File: src/rtl/tspi_frame_rx.sv
// Three-line VFD serial receiver: deserialises one display frame, streams pixel samples with
// row/slot coordinates and reports the grid-select field and frame status on each LAT rise.
module tspi_frame_rx #(
  parameter int unsigned FRAME_BITS  = 288,
  parameter int unsigned PIX_BITS    = 234,
  parameter int unsigned SYNC_STAGES = 2
) (
  input  logic                           CLK,
  input  logic                           RST_N,
  input  logic                           SCK,
  input  logic [2:0]                     SDAT,
  input  logic                           LAT,
  input  logic                           BLK,
  output logic                           px_valid,
  output logic [2:0]                     px_data,
  output logic [5:0]                     px_row,
  output logic [2:0]                     px_slot,
  output logic [FRAME_BITS-PIX_BITS-1:0] grid_mask,
  output logic [5:0]                     grid_first,
  output logic [5:0]                     grid_cnt,
  output logic                           frame_done,
  output logic [1:0]                     frame_err,
  output logic                           blank
);

  localparam int unsigned GRID_BITS = FRAME_BITS - PIX_BITS;
  localparam logic [8:0]  FRAME_W   = 9'(FRAME_BITS);
  localparam logic [8:0]  PIX_W     = 9'(PIX_BITS);

  typedef enum logic [1:0] {StIdle, StShift, StOverrun} state_e;

  logic [SYNC_STAGES-1:0]      sck_sync, lat_sync, blk_sync;
  logic [SYNC_STAGES-1:0][2:0] sdat_sync;
  logic                        sck_prev_q, lat_prev_q;
  logic                        sck_s, lat_s;
  logic [2:0]                  sdat_s;
  logic                        sck_rise, lat_rise;

  state_e                 state_q, state_post, state_d;
  logic [8:0]             bit_cnt_q, bit_cnt_post;
  logic [5:0]             row_q, row_post;
  logic [2:0]             slot_q, slot_post;
  logic [5:0]             gidx_q, gidx_post;
  logic [GRID_BITS-1:0]   shadow_q, shadow_post;
  logic                   mism_q, mism_post;
  logic                   accept, pix_hit;
  logic [5:0]             first_c, cnt_c;
  logic [1:0]             err_c;

  assign sck_s    = sck_sync[SYNC_STAGES-1];
  assign lat_s    = lat_sync[SYNC_STAGES-1];
  assign sdat_s   = sdat_sync[SYNC_STAGES-1];
  assign blank    = blk_sync[SYNC_STAGES-1];
  assign sck_rise = sck_s & ~sck_prev_q;
  assign lat_rise = lat_s & ~lat_prev_q;

  always_ff @(posedge CLK or negedge RST_N) begin
    if (!RST_N) begin
      sck_sync   <= '0;
      lat_sync   <= '0;
      blk_sync   <= '0;
      sdat_sync  <= '0;
      sck_prev_q <= 1'b0;
      lat_prev_q <= 1'b0;
    end else begin
      sck_sync   <= {sck_sync[SYNC_STAGES-2:0], SCK};
      lat_sync   <= {lat_sync[SYNC_STAGES-2:0], LAT};
      blk_sync   <= {blk_sync[SYNC_STAGES-2:0], BLK};
      sdat_sync  <= {sdat_sync[SYNC_STAGES-2:0], SDAT};
      sck_prev_q <= sck_s;
      lat_prev_q <= lat_s;
    end
  end

  always_comb begin
    state_post = state_q;
    case (state_q)
      StIdle:  if (sck_rise) state_post = StShift;
      StShift: if (sck_rise && bit_cnt_q == FRAME_W) state_post = StOverrun;
      default: ;
    endcase
    state_d = lat_rise ? StIdle : state_post;
  end

  // "post" values include the current edge, so an edge coinciding with LAT lands in the ending frame.
  always_comb begin
    accept       = sck_rise && (state_q != StOverrun) && (bit_cnt_q != FRAME_W);
    pix_hit      = accept && (bit_cnt_q < PIX_W);
    bit_cnt_post = bit_cnt_q;
    row_post     = row_q;
    slot_post    = slot_q;
    gidx_post    = gidx_q;
    shadow_post  = shadow_q;
    mism_post    = mism_q;
    if (accept) bit_cnt_post = bit_cnt_q + 9'd1;
    if (pix_hit) begin
      if (slot_q == 3'd5) begin
        slot_post = 3'd0;
        row_post  = row_q + 6'd1;
      end else begin
        slot_post = slot_q + 3'd1;
      end
    end else if (accept) begin
      shadow_post[gidx_q] = sdat_s[0];
      gidx_post           = gidx_q + 6'd1;
      if (sdat_s != 3'b000 && sdat_s != 3'b111) mism_post = 1'b1;
    end
  end

  always_comb begin
    first_c = '0;
    cnt_c   = '0;
    for (int i = GRID_BITS - 1; i >= 0; i--) begin
      if (shadow_post[i]) first_c = 6'(i + 1);
      cnt_c = cnt_c + {5'd0, shadow_post[i]};
    end
    if (state_post == StOverrun)   err_c = 2'b10;
    else if (bit_cnt_post < FRAME_W) err_c = 2'b01;
    else if (mism_post)            err_c = 2'b11;
    else                           err_c = 2'b00;
  end

  always_ff @(posedge CLK or negedge RST_N) begin
    if (!RST_N) begin
      state_q   <= StIdle;
      bit_cnt_q <= '0;
      row_q     <= '0;
      slot_q    <= '0;
      gidx_q    <= '0;
      shadow_q  <= '0;
      mism_q    <= 1'b0;
    end else begin
      state_q   <= state_d;
      bit_cnt_q <= lat_rise ? '0 : bit_cnt_post;
      row_q     <= lat_rise ? '0 : row_post;
      slot_q    <= lat_rise ? '0 : slot_post;
      gidx_q    <= lat_rise ? '0 : gidx_post;
      shadow_q  <= lat_rise ? '0 : shadow_post;
      mism_q    <= lat_rise ? 1'b0 : mism_post;
    end
  end

  always_ff @(posedge CLK or negedge RST_N) begin
    if (!RST_N) begin
      px_valid   <= 1'b0;
      px_data    <= '0;
      px_row     <= '0;
      px_slot    <= '0;
      frame_done <= 1'b0;
      frame_err  <= '0;
      grid_mask  <= '0;
      grid_first <= '0;
      grid_cnt   <= '0;
    end else begin
      px_valid   <= pix_hit;
      frame_done <= lat_rise;
      if (pix_hit) begin
        px_data <= sdat_s;
        px_row  <= row_q;
        px_slot <= slot_q;
      end
      if (lat_rise) begin
        grid_mask  <= shadow_post;
        grid_first <= first_c;
        grid_cnt   <= cnt_c;
        frame_err  <= err_c;
      end
    end
  end

endmodule

File: config.mk
export PLATFORM = sky130hd
export DESIGN_NAME = tspi_frame_rx
export DESIGN_NICKNAME = d
export VERILOG_FILES = /design/src/rtl/tspi_frame_rx.sv
export SDC_FILE = /design/constraint.sdc
export NUM_CORES = 1
export LEC_CHECK = 0
export CAP_MARGIN = 20
export CORE_AREA = 2 2 156 158
export DETAILED_ROUTE_END_ITERATION = 10
export DIE_AREA = 0 0 158 160
export GPL_TIMING_DRIVEN = 0
export PLACE_DENSITY = 0.59
export SYNTH_ARGS = -nofsm -noshare
export SYNTH_HDL_FRONTEND = slang
export SYNTH_SLANG_ARGS = --single-unit
File: constraint.sdc
create_clock -name CLK -period 21.4 [get_ports CLK]
set_input_delay 4.28 -clock CLK [delete_from_list [all_inputs] [get_ports CLK]]
set_output_delay 4.28 -clock CLK [all_outputs]
set_load 0.02 [all_outputs]
==> metrics.md, run 1 <==
| Metric | Value |
|---|---|
| Post-CTS setup buffer count | `0` |
| Clk buf depth | `2` |
| Cells after synthesis | `980` |
| Final wirelength | `26900 µm` |
| Via-to-Cell Ratio | `5.35` |
| Crit-path most repeated cell | `fa_1` |
| Die Span Y | `160 µm` |
| Slowest cell delay on critical path | `0.57 ns` |
| Die ar. | `25300 µm²` |
| TNS Setup | `0 ns` |
| Clock period minus worst slack | `7.55 ns` |
| Skew-Pair Late Insertion Delay | `0.44 ns` |
| Skew final | `0.0143 ns` |
| Final setup fails | `0` |
| Largest area contributor in the netlist | `dfrtp_1` |
| Cell area after synthesis | `9790 µm²` |
| Worst-margin pin slew | `0.949 ns` |
| DP HPWL | `19300 µm` |
| Via count | `7634` |
| I/O pin count | `91` |
| Starting Density | `41.1%` |
| Layout Area Growth over Synthesis | `19.5%` |
| Top-area cell type share of the netlist area | `45.2%` |
| Htree depth | `4` |
| R2R setup slack | `13.85 ns` |
| Ys Warns | `0` |
| Post-Synthesis Net Count | `1049` |
| Number of diodes | `0` |
| Power density over cell area | `60.0 nW/µm²` |
| Synth top area cells | `dfrtp_1 (45%), fa_1 (9.0%), nor2_1 (4.2%)` |
| RSZ-0062 raised after global routing | `false` |
| Kind of critical path | `reg -> reg` |
| Most common library cell in the layout ignoring fill and taps | `dfrtp_1` |
| Tot GR Track Use | `22.4%` |
| Vias in the first global route | `7602` |
| Drt pass-1 iters | `7` |
| Reg clk slew, reported paths | `0.07 ns` |
| Crit path buf inv count | `6` |
| Worst VDD drop | `50.6 µV` |
| Fmax | `0.133 GHz` |
| Final hold vios | `0` |
| Antenna violations before repair | `1` |
| Worst Setup Start Kind | `register` |
| Final antenna-violating net count | `0` |
| Synthesized flop and latch total | `177` |
| LEAKAGE | `5.92 nW` |
| WL/cell | `18.9 µm` |
| GR Overflow Total | `0` |
| Largest net degree at the start of global routing | `104` |
| First-pass GRT wire length | `43400 µm` |
| Synth cell types | `73` |
| Num CTS Buffers | `17` |
| Row cnt | `57` |
| Min-Delay Path Class | `reg -> reg` |
| Fraction of layout instances using a drive strength above 1 | `10.1%` |
| Drt drc | `0` |
| Status | `finished clean` |
| CP Data Arrival Time | `7.84 ns` |
| Die X | `158 µm` |
| Input/output buffers | `90` |
| CTS tree | `yes` |
| Iter 0 DRT Violations | `642` |
| CP max FO | `10` |
| # hold bufs at CTS | `0` |
| CTS resizes | `0` |
| Max-cap violations | `0` |
| Inst Count DP | `1395` |
| Post-synthesis sequential area ratio | `45.2%` |
| Final Non-Filler Cells | `1427` |
| Post-synth EDFFs | `0` |
| CTS sink count | `177` |
| Req. time, crit path | `21.69 ns` |
| Top delay family on crit path | `adder cells` |
| Async S/R FF share, synth | `100%` |
| Syn Area/Cell | `9.99 µm²` |
| Root buffer cell | `clkbuf_16` |
| Core area | `23800 µm²` |
| Most frequent cells in the layout | `dfrtp_1 (177), nor2_1 (110), nand2_1 (99)` |
| CP Capture Type | `register` |
| Hold slack | `0.350 ns` |
| Layout Nets | `1159` |
| RD Place Congestion | `0.881` |
| Crit path max-delay cell type | `fa_1` |
| Slew Viols, Final | `0` |
| Fin crit share | `35.3%` |
| Top_reg_cell synth | `dfrtp_1` |
| Slew HR | `36.6%` |
worst paths after layout:
| kind | from | to | cells past startpoint |
|---|---|---|---|
| max | bit_cnt_q[0] | grid_cnt[5] | 26 |
| min | sdat_sync[2] | sdat_s[2] | 0 |
| max reg2reg | bit_cnt_q[0] | grid_cnt[5] | 26 |
| min reg2reg | sdat_sync[2] | sdat_s[2] | 0 |
| max in group asynchronous | RST_N | grid_mask[19] | 2 |
| min in group asynchronous | RST_N | blk_sync[0] | 1 |
layout make-up:
class	count	area, µm²
buffer	59	300
clock inverter	13	143
tap	324	405
clock buffer	19	433
fill	2268	12100
inverter	92	345
sequential	177	4430
timing repair buffer	91	933
multi-input combinational	652	4720
routing by layer:
metal | routed length, µm | up-vias | share of wire, % | global-route usage (%)
li1 | - | 3556 | - | -
met1 | 13000 | 3818 | 48 | 33.3
met2 | 12400 | 220 | 46 | 34.5
met3 | 1070 | 38 | 4.0 | 3.72
met4 | 479 | 2 | 1.8 | 5.45
met5 | 13 | - | 0.048 | 0
kinds of logic (layout without fill, tap and decap cells):
group | count (synthesis) | after routing | share of synthesized area (%)
AND/OR/NAND/NOR | 346 | 346 | 17.7
flip-flops | 177 | 177 | 45.2
AO/OA/AOI/OAI | 165 | 165 | 10.6
buffers and inverters | 151 | 274 | 6.59
adder cells (fa/ha/maj) | 61 | 61 | 11.2
multiplexers | 57 | 57 | 6.66
XOR/XNOR | 23 | 23 | 2.06
power breakdown:
group,switching (mW),internal [mW]
Combinational,0.0298,0.0152
Sequential,0.00474,0.341
Clock,0.147,0.165
Total,0.182,0.521
through the flow:
step / worst slack [ns] / instance area [µm²] / total power, mW / util (%)
CTS: 13.85 / 11700 / 0.709 / 49.1
finish: 13.85 / 11700 / 0.703 / 49.1
detailed placement: 13.92 / 11100 / 0.397 / 46.7
floorplan: 14.60 / 9790 / 0.374 / -
global route: 13.42 / 11700 / 0.729 / 49.1
global placement: 8.50 / 11100 / 0.396 / 46.6
state kept, by name, summed over array words and instances, names as in the netlist, 2 cells and up:
signal and cells:
bit_cnt_q 9, blk_sync 2, frame_err 2, gidx_q 6, grid_cnt 6, grid_first 6, grid_mask 54, lat_sync 2
px_data 3, px_row 6, px_slot 3, row_q 6, sck_sync 2, sdat_s 3, sdat_sync 3, shadow_q 54
slot_q 3, state_q 2
cells in the mapped netlist, types with 3 or more instances:
| master | number |
|---|---|
| dfrtp_1 | 177 |
| buf_4 | 4 |
| nor3_2 | 4 |
| a21o_1 | 4 |
| mux2i_1 | 28 |
| mux2i_2 | 18 |
| a211oi_1 | 5 |
| o31ai_1 | 5 |
| mux2_2 | 11 |
| o2111ai_1 | 3 |
| buf_6 | 7 |
| nor2_1 | 110 |
| nor3_1 | 5 |
| nor3b_1 | 5 |
| a21oi_1 | 25 |
| ha_1 | 17 |
| nand4_2 | 6 |
| buf_1 | 3 |
| nand2_1 | 99 |
| o21ai_0 | 73 |
| buf_2 | 9 |
| fa_1 | 44 |
| nand2b_1 | 4 |
| xor2_1 | 14 |
| and4_1 | 4 |
| nand4_1 | 58 |
| a31oi_1 | 7 |
| and3_1 | 6 |
| nor2b_1 | 7 |
| inv_2 | 5 |
| nand3_1 | 18 |
| o21ai_1 | 5 |
| a21oi_2 | 3 |
| inv_1 | 87 |
| clkbuf_1 | 36 |
| xnor2_1 | 9 |
| and2_1 | 3 |
No activity file was read; power rests on OpenSTA's default activity.
==> run 2, diff against run 1 <==
--- a/config.mk
+++ b/config.mk
@@ -10,7 +10,7 @@
 export DETAILED_ROUTE_END_ITERATION = 10
 export DIE_AREA = 0 0 158 160
 export GPL_TIMING_DRIVEN = 0
-export PLACE_DENSITY = 0.59
+export PLACE_DENSITY = 0.61
 export SYNTH_ARGS = -nofsm -noshare
 export SYNTH_HDL_FRONTEND = slang
 export SYNTH_SLANG_ARGS = --single-unit
==> constraint.sdc (replaced) <==
create_clock -name CLK -period 6.4 [get_ports CLK]
set_input_delay 1.28 -clock CLK [delete_from_list [all_inputs] [get_ports CLK]]
set_output_delay 1.28 -clock CLK [all_outputs]
set_load 0.02 [all_outputs]
==> metrics.md, run 2 (synthesis results as in run 1) <==
| Metric | Value |
|---|---|
| Slowest cell delay on critical path | `0.57 ns` |
| Die ar. | `25300 µm²` |
| Largest regs | `grid_mask (54), shadow_q (54), bit_cnt_q (9)` |
| Fin crit share | `108%` |
| DP Worst Slack | `-0.912 ns` |
| Drt pass-1 iters | `5` |
| Tot GR Track Use | `23.1%` |
| Top delay family on crit path | `adder cells` |
| Input/output buffers | `90` |
| DP HPWL | `19000 µm` |
| Sequential Area | `4440 µm²` |
| Layout Area Growth over Synthesis | `28.6%` |
| CP Capture Type | `register` |
| Root buffer cell | `clkbuf_16` |
| Via-to-Cell Ratio | `5.42` |
| Largest net degree at the start of global routing | `95` |
| CTS sink count | `177` |
| CTS tree | `yes` |
| Max-cap violations | `0` |
| Reg clk slew, reported paths | `0.07 ns` |
| Kind of critical path | `reg -> reg` |
| Final core utilization | `52.9%` |
| Number of diodes | `0` |
| Die X | `158 µm` |
| Skew-Pair Late Insertion Delay | `0.44 ns` |
| Num CTS Buffers | `17` |
| Clock period minus worst slack | `6.90 ns` |
| Worst VDD drop | `176 µV` |
| Crit-path most repeated cell | `fa_1` |
| Row cnt | `57` |
| Antenna violations before repair | `0` |
| Area after DPL | `11200 µm²` |
| Skew final | `0.0138 ns` |
| Starting Density | `41.1%` |
| Final wirelength | `28200 µm` |
| Slew Viols, Final | `0` |
| Power density over cell area | `192 nW/µm²` |
| Most frequent cells in the layout | `dfrtp_1 (172), nor2_1 (109), nand2_1 (98)` |
| Clk buf depth | `2` |
| CP Data Arrival Time | `7.20 ns` |
| # fillers | `2192` |
| Slew HR | `24.7%` |
| RD Place Congestion | `0.890` |
| Status | `finished with violations` |
| LEAKAGE | `6.14 nW` |
| Area of the multi-input gates | `5110 µm²` |
| Inst Count DP | `1395` |
| Layout Nets | `1212` |
| PnR worst setup slack | `-0.497 ns` |
| Vias in the first global route | `7698` |
| Req. time, crit path | `6.70 ns` |
| Die Span Y | `160 µm` |
| Final Cell Area | `12600 µm²` |
| CP max FO | `8` |
| Via count | `8016` |
| # hold bufs at CTS | `0` |
| GR Overflow Total | `0` |
| RSZ-0062 raised after global routing | `true` |
| Final Non-Filler Cells | `1478` |
| Violated checks | `negative setup slack` |
| Worst Setup Start Kind | `register` |
| Final antenna-violating net count | `0` |
| Htree depth | `4` |
| Fmax | `0.145 GHz` |
| Crit path max-delay cell type | `fa_2` |
| Iter 0 DRT Violations | `786` |
| I/O pin count | `91` |
| Min-Delay Path Class | `reg -> reg` |
| Drt drc | `0` |
| Most common library cell in the layout ignoring fill and taps | `dfrtp_1` |
| First-pass GRT wire length | `44200 µm` |
| Final hold vios | `0` |
| Worst-margin pin slew | `1.10 ns` |
| Crit path buf inv count | `7` |
| Core area | `23800 µm²` |
| WL/cell | `19.1 µm` |
| Final setup fails | `5` |
| Fraction of layout instances using a drive strength above 1 | `19.7%` |
## run 2: changes by cell type in the layout (fill, tap and decap cells not counted), sizes merged
cell and change:
clkdlybuf4s18 +1, inv -8, clkinvlp -1, bufinv +2
clkinv +3, buf +51, clkbuf +3
## run 2: cell type report
class	count	area share, %
clock buffer	21	3.66
inverter	92	2.74
timing repair buffer	144	10.9
tap	324	3.22
clock inverter	9	1.06
multi-input combinational	652	40.6
buffer	59	2.63
sequential	177	35.2
## run 2: worst paths after layout
kind / depth (start not counted) / startpoint / slack, ns / end
setup / recovery: 27 / bit_cnt_q[1] / -0.50 / grid_cnt[5]
hold / removal: 0 / sdat_sync[2] / 0.35 / sdat_s[2]
setup reg to reg: 27 / bit_cnt_q[1] / -0.50 / grid_cnt[5]
hold reg to reg: 0 / sdat_sync[2] / 0.35 / sdat_s[2]
max in group asynchronous: 2 / RST_N / 4.66 / bit_cnt_q[8]
min in group asynchronous: 1 / RST_N / 0.84 / frame_done
## run 2: worst register-to-register path: stages, from the launching register on
cell and delay, ns:
dfrtp_1 0.36, inv_2 0.05, ha_2 0.16, nor4bb_4 0.16, a211oi_4 0.31, buf_6 0.20
buf_4 0.13, buf_8 0.10, nand3_1 0.18, nor3_4 0.28, a21oi_4 0.08, inv_2 0.06
fa_1 0.43, fa_1 0.54, fa_1 0.46, fa_1 0.53, inv_1 0.06, fa_1 0.47
inv_1 0.06, fa_2 0.57, fa_2 0.45, ha_4 0.18, a21o_1 0.17, a21o_1 0.19
a21o_1 0.18, a21oi_2 0.15, xor2_1 0.17, o21ai_1 0.07
## run 2: timing repair
item,in CTS,in global routing
setup endpoints to repair,6,6
gates cloned,1,0
setup buffers,42,11
gates resized for setup,69,26
pin swaps,34,31
## run 2: report_power, final
part           switching [mW]  internal, mW  total (mW)
sequential             0.0149          1.14        1.15
clock                   0.455         0.632        1.09
combinational           0.109        0.0672       0.177
## run 2: per-layer routing
layer | vias up | GRT usage, % | wire length [µm] | part of all wire (%)
met5 | - | 0 | 0 | 0
met4 | 0 | 7.74 | 750 | 2.7
met3 | 58 | 4.64 | 2030 | 7.2
met2 | 326 | 34.4 | 12900 | 46
met1 | 3969 | 33.8 | 12600 | 45
li1 | 3663 | - | - | -
## run 2: per-stage QoR
stage	hold slack [ns]	total power, mW	setup TNS (ns)
CTS	0.351	2.44	-1.92
global route	0.362	2.50	-2.81
global placement	0.333	1.33	-619.74
finish	0.346	2.42	-1.78
detailed placement	0.335	1.33	-3.61
floorplan	0.331	1.25	-0.0304
